===== config.mk =====
export PLATFORM = sky130hd
export DESIGN_NAME = led_matrix_scan
export DESIGN_NICKNAME = d
export VERILOG_FILES = /design/src/rtl/led_matrix_scan.sv
export SDC_FILE = /design/constraint.sdc
export NUM_CORES = 1
export LEC_CHECK = 0
export BUFFER_PORTS_ARGS = -buffer_cell sky130_fd_sc_hd__clkbuf_2
export CAP_MARGIN = 15
export CELL_PAD_IN_SITES_DETAIL_PLACEMENT = 1
export CELL_PAD_IN_SITES_GLOBAL_PLACEMENT = 1
export CORE_MARGIN = 4
export CORE_UTILIZATION = 40
export CTS_BUF_LIST = sky130_fd_sc_hd__clkbuf_2
export DETAILED_ROUTE_END_ITERATION = 10
export GPL_TIMING_DRIVEN = 0
export PLACE_DENSITY = 0.71
export RECOVER_POWER = 50
export SYNTH_ARGS = -nofsm -noshare
export SYNTH_HDL_FRONTEND = slang
export SYNTH_SLANG_ARGS = --single-unit

===== constraint.sdc =====
create_clock -name clk_i -period 2 [get_ports clk_i]
set_input_delay 0.2 -clock clk_i [delete_from_list [all_inputs] [get_ports clk_i]]
set_output_delay 0.2 -clock clk_i [all_outputs]
set_load 0.05 [all_outputs]

===== src/rtl/led_matrix_scan.sv =====
// Row-scanning driver for an 8x8 LED matrix with a double-buffered frame image.
// Each row is blanked, then lit; buffer swaps requested mid-scan land on the frame boundary.
module led_matrix_scan #(
    parameter int  DWELL_CYCLES = 1000,
    parameter int  BLANK_CYCLES = 4,
    parameter int  CNT_W        = 16,
    localparam int MATRIX_SIZE  = 8,
    localparam int ROW_W        = $clog2(MATRIX_SIZE)
) (
    input  logic                   clk_i,
    input  logic                   rst_n_i,
    input  logic                   scan_en_i,
    input  logic                   wr_valid_i,
    output logic                   wr_ready_o,
    input  logic [ROW_W-1:0]       wr_row_i,
    input  logic [MATRIX_SIZE-1:0] wr_data_i,
    input  logic                   swap_req_i,
    output logic                   swap_pending_o,
    output logic [ROW_W-1:0]       row_sel_o,
    output logic                   decoder_en_o,
    output logic [MATRIX_SIZE-1:0] col_data_o,
    output logic                   frame_done_o
);

    typedef enum logic [1:0] {
        ST_IDLE,
        ST_BLANK,
        ST_ACTIVE
    } state_e;

    localparam logic [CNT_W-1:0] BLANK_LAST = CNT_W'(BLANK_CYCLES - 1);
    localparam logic [CNT_W-1:0] DWELL_LAST = CNT_W'(DWELL_CYCLES - 1);
    localparam logic [ROW_W-1:0] LAST_ROW   = ROW_W'(MATRIX_SIZE - 1);

    state_e                 state_q, state_d;
    logic [ROW_W-1:0]       row_q, row_d;
    logic [CNT_W-1:0]       cnt_q, cnt_d;
    logic                   front_q, front_d;
    logic                   pending_q, pending_d;
    logic [ROW_W-1:0]       row_sel_q, row_sel_d;
    logic                   dec_en_q, dec_en_d;
    logic [MATRIX_SIZE-1:0] col_q, col_d;
    logic                   frame_done_q, frame_done_d;

    logic [MATRIX_SIZE-1:0] frame_q [2][MATRIX_SIZE];

    logic blank_done;
    logic active_done;
    logic frame_end;
    logic swap_commit;
    logic wr_fire;

    assign blank_done  = (state_q == ST_BLANK) && (cnt_q == BLANK_LAST);
    assign active_done = (state_q == ST_ACTIVE) && (cnt_q == DWELL_LAST);
    assign frame_end   = active_done && (row_q == LAST_ROW);
    // A parked scan has no frame to tear, so a pending swap lands immediately.
    assign swap_commit = pending_q && ((state_q == ST_IDLE) || frame_end);
    assign wr_fire     = wr_valid_i && !pending_q;

    always_comb begin
        // NOTE: every signal gets a default first so no path can infer a latch.
        state_d      = state_q;
        row_d        = row_q;
        cnt_d        = cnt_q;
        row_sel_d    = row_sel_q;
        dec_en_d     = dec_en_q;
        col_d        = col_q;
        frame_done_d = 1'b0;
        front_d      = front_q ^ swap_commit;
        pending_d    = pending_q;

        if (swap_commit) begin
            pending_d = 1'b0;
        end else if (swap_req_i) begin
            pending_d = 1'b1;
        end

        if (!scan_en_i) begin
            state_d   = ST_IDLE;
            row_d     = '0;
            cnt_d     = '0;
            row_sel_d = '0;
            dec_en_d  = 1'b0;
            col_d     = '0;
        end else begin
            unique case (state_q)
                ST_IDLE: begin
                    state_d   = ST_BLANK;
                    row_d     = '0;
                    cnt_d     = '0;
                    row_sel_d = '0;
                    dec_en_d  = 1'b0;
                    col_d     = '0;
                end
                ST_BLANK: begin
                    if (blank_done) begin
                        state_d  = ST_ACTIVE;
                        cnt_d    = '0;
                        dec_en_d = 1'b1;
                        col_d    = frame_q[front_q][row_q];
                    end else begin
                        cnt_d = cnt_q + CNT_W'(1);
                    end
                end
                ST_ACTIVE: begin
                    if (active_done) begin
                        state_d      = ST_BLANK;
                        row_d        = row_q + ROW_W'(1);
                        row_sel_d    = row_q + ROW_W'(1);
                        cnt_d        = '0;
                        dec_en_d     = 1'b0;
                        col_d        = '0;
                        frame_done_d = frame_end;
                    end else begin
                        cnt_d = cnt_q + CNT_W'(1);
                    end
                end
                default: state_d = ST_IDLE;
            endcase
        end
    end

    // NOTE: sequential state uses non-blocking assignments so every register samples pre-edge values.
    always_ff @(posedge clk_i) begin
        if (!rst_n_i) begin
            state_q      <= ST_IDLE;
            row_q        <= '0;
            cnt_q        <= '0;
            front_q      <= 1'b0;
            pending_q    <= 1'b0;
            row_sel_q    <= '0;
            dec_en_q     <= 1'b0;
            col_q        <= '0;
            frame_done_q <= 1'b0;
        end else begin
            state_q      <= state_d;
            row_q        <= row_d;
            cnt_q        <= cnt_d;
            front_q      <= front_d;
            pending_q    <= pending_d;
            row_sel_q    <= row_sel_d;
            dec_en_q     <= dec_en_d;
            col_q        <= col_d;
            frame_done_q <= frame_done_d;
        end
    end

    // NOTE: the frame store is reset on purpose: after reset both images must read back as blank.
    always_ff @(posedge clk_i) begin
        if (!rst_n_i) begin
            for (int b = 0; b < 2; b++) begin
                for (int r = 0; r < MATRIX_SIZE; r++) begin
                    frame_q[b][r] <= '0;
                end
            end
        end else if (wr_fire) begin
            frame_q[~front_q][wr_row_i] <= wr_data_i;
        end
    end

    assign wr_ready_o     = ~pending_q;
    assign swap_pending_o = pending_q;
    assign row_sel_o      = row_sel_q;
    assign decoder_en_o   = dec_en_q;
    assign col_data_o     = col_q;
    assign frame_done_o   = frame_done_q;

endmodule


==> qor.csv <==
metric,value,unit
status,"finished, violations left",
violations,setup timing,
drcViolationCount,0,
hold_buffers,12,
syn_avg_cell_area,14.6,µm²
cp_slowest_cell,buf_1,
critPathRequiredTime,2.42,ns
wl_met1,7790,µm
dr_wl_met2,9840,µm
pwr-share-seq,0.625,
post-route-min-period,2.26,ns
muxShareOfSynthArea,0.134,
routed_via_density,5.38,
holdPathStages,3,
tightestPinTransition,1.08,ns
gp_congestion,0.816,
yosys-top-cells-area,"edfxtp_1 (55%), mux4_2 (13%), dfxtp_1 (9.7%)",
cts_root_buf,clkbuf_2,
period_share,1.13,
synth-xor-area-share,0.0175,
worstRegToRegCells,7,
syn2layout_area_growth,18.9,%
hold_class,input port to register,
grt_pass1_wl,28400,µm
core_area,17200,µm²
diodes,0,
arrival,2.68,ns
synth_nets,504,
min_from,rst_n_i,
clock_power_share,0.282,
whs,0.105,ns
cellPowerDensity,735,nW/µm²
start_util,0.407,
die_h,140,µm
grt_pass1_vias,4593,
cpPeakStageDelay,0.87,ns
crit_chain,clkbuf_2 -> clkdlybuf4s15_1 -> buf_1 -> o21ai_1,
grt_use_total,0.198,
row_count,48,
die_w,140,µm
r2r_end,cnt_q[14]$_SDFFE_PN0N_,
rsz0062_at_grt,yes,
overflow,0,
hold_viol_final,0,
seq_area,4540,µm²
postLayoutCellArea,8340,µm²
cp_max_fo,10,
place_area,7520,µm²
syn-cell-area,7010,µm²
antenna_found_initial,0,
grt_start_max_net_pins,18,
path_delay_family,buffers and inverters,
clk_latency,0.77,ns
ir_worst_vdd,0.460,mV
wire_per_inst,23.9,µm
routed.top_layer,met4,
yosys_warnings,0,
yosysTopAreaCell,edfxtp_1,
synth_compound_area_frac,0.0378,
synth_top_area_share,0.548,
crit_end,frame_q[0][33]$_SDFFCE_PN0P_,
syn_inst,481,
end_kind,register,
r2r_start,cnt_q[3]$_SDFFE_PN0N_,
clk_pin_slew_worst_paths,0.29,ns
nNetsFinal,582,
wl_met3,1170,µm
fmax,442,MHz
clockBufferDepth,2,
drv_cap,0,
startpoint,rst_n_i,
startpoint_type,input port,
p_int,0.00439,W
crit_buf_inv,3,
synth_top_family_by_area,multiplexers,
synth_fa_ha_area_frac,0.0125,
synth_cell_types,41,
max-slew-margin-rel,0.282,
cts.sinks,162,
setup_ws,-0.260,ns
fillers,1683,
path_depth,4,
synth_seq_area_share,0.645,
cts_tree,built,
multi_input_area,2620,µm²
io_pins,31,
final-max-slew-violation-count,0,
dieArea,19700,µm²
portBuffers,29,
first_pass_iters,4,
switching_share,0.283,
cts_buffers,17,
vias,4284,
cts_max_level,4,
ant_nets,0,
ys_ff_latch,162,
first_iter_violations,274,
skew,0.0358,ns
dpl.hpwl,12600,µm
comb_power_share,0.093,
yosys.area_share.simple,0.130,
critPathKind,input port to register,
p_switching,0.00174,W
leakage,2.96,nW
setup_viol_count_final,66,
drt-total-wl,19100,µm
r2r_setup_slack,-0.18,ns
layout-drive-gt1-share,0.325,
==> per-stage QoR <==
step	power, W	setup slack, ns	setup TNS (ns)	utilization	instances
4_1_cts	0.00614	-0.180	-4.16	0.475	792
5_1_grt	0.00638	-0.286	-9.31	0.484	797
2_1_floorplan	0.00418	-0.0543	-0.978	-	481
3_5_place_dp	0.00438	-0.391	-51.33	0.436	736
6_report	0.00613	-0.260	-7.39	0.484	797
3_3_place_gp	0.00435	-0.548	-40.23	0.436	735
==> cells in the final DEF, fill, tap and decap left out, types with 3 or more instances in the layout <==
cell type      netlist  layout
clkbuf_2             0      48
mux2i_1              4       4
nand4_1              4       4
inv_6                0       5
buf_4                1      17
dlygate4sd3_1        0      12
nor2_4               0       3
inv_8                0       3
nor2_1              50      45
o21ai_4              0       5
nand3_1             10       9
ha_1                 7       6
o2bb2ai_2            0       3
o2bb2ai_1            8       5
clkbuf_1            13       3
o21ai_1              1       3
xnor2_1              7       7
and2_1              58      58
nand2_1             27      23
mux4_2              40      40
a21oi_4              0       5
buf_6                0       6
edfxtp_1           128     128
inv_1               22      22
dfxtp_2              0       7
dfxtp_1             34      26
a21oi_1             11       3
xor2_1               7       7
nand2b_1             3       3
nand2_2              0       3
o21ai_2              0       4
a21oi_2              0       3
==> worst min-delay path, cell delays in order <==
cell and delay (ns):
clkbuf_2 0.24, a21oi_4 0.15, and2_1 0.17
==> what timing repair did <==
item / 4_1_cts / 5_1_grt
gates resized for setup: 47 / 24
buffers inserted: 16 / 5
endpoints found under the hold margin: 92 / 1
endpoints found under the setup margin: 267 / 118
pin swaps: 13 / 7
==> layer usage <==
layer / GRT usage / vias up
met1: 0.253 / 2203
met2: 0.334 / 115
met5: 0 / -
li1: - / 1946
met3: 0.0539 / 20
met4: 0.0500 / 0
==> flip-flops by register name, indices dropped and copies added, names as in the netlist, named ones only <==
| name | count |
|---|---|
| frame_q | 128 |
| cnt_q | 16 |
| col_data_o | 8 |
| row_sel_o | 3 |
| state_q | 2 |
| decoder_en_o | 1 |
| frame_done_o | 1 |
| front_q | 1 |
| swap_pending_o | 1 |
==> cell families (layout without fill, tap and decap cells) <==
| kind of cell | Yosys count | after routing |
|---|---|---|
| adder cells (fa/ha/maj) | 7 | 7 |
| AND/OR/NAND/NOR | 172 | 172 |
| flip-flops | 162 | 162 |
| AO/OA/AOI/OAI | 41 | 41 |
| buffers and inverters | 41 | 132 |
| XOR/XNOR | 14 | 14 |
| multiplexers | 44 | 44 |
==> final cells by class <==
| cell class | instances | area share |
|---|---|---|
| Inverter | 22 | 0.00990 |
| Timing Repair Buffer | 63 | 0.0564 |
| Clock inverter | 15 | 0.0174 |
| Clock buffer | 17 | 0.0102 |
| Sequential cell | 162 | 0.544 |
| Multi-Input combinational cell | 278 | 0.315 |
| Buffer | 15 | 0.0135 |
| Tap cell | 225 | 0.0338 |
==> synth_stat cells, drive strengths merged <==
cell type,number
ha,7
nand4b,2
mux4,40
or4b,1
a21oi,11
nor4,2
nand4,5
nor2b,3
buf,6
nand3,10
dfxtp,34
nand2,27
o31ai,2
nor3,3
a21o,2
xnor2,7
inv,22
o2bb2ai,8
a22oi,2
or2,1
clkbuf,13
nor2,50
o21ai,13
a31oi,1
o41a,2
and2,58
nand2b,3
edfxtp,128
and3,2
and3b,1
mux2i,4
xor2,7
or3,2
or4,2
==> power by group through the flow <==
stage               Sequential (W)  Clock, W  Combinational (W)
finish                     0.00383   0.00173           0.000572
global route               0.00384   0.00193           0.000608
CTS                        0.00383   0.00177           0.000545
detailed placement         0.00389         0           0.000489
global placement           0.00387         0           0.000474
floorplan                  0.00388         0           0.000296
==> worst min path at each step <==
stage,end
final,frame_q[0][40]$_SDFFCE_PN0P_
after global placement,swap_pending_o$_SDFFE_PP0P_
after floorplan,swap_pending_o$_SDFFE_PP0P_
after CTS,frame_q[0][40]$_SDFFCE_PN0P_
after global routing,frame_q[0][40]$_SDFFCE_PN0P_
after detailed placement,swap_pending_o$_SDFFE_PP0P_
Note: power is estimated with default switching activity, not from simulation.
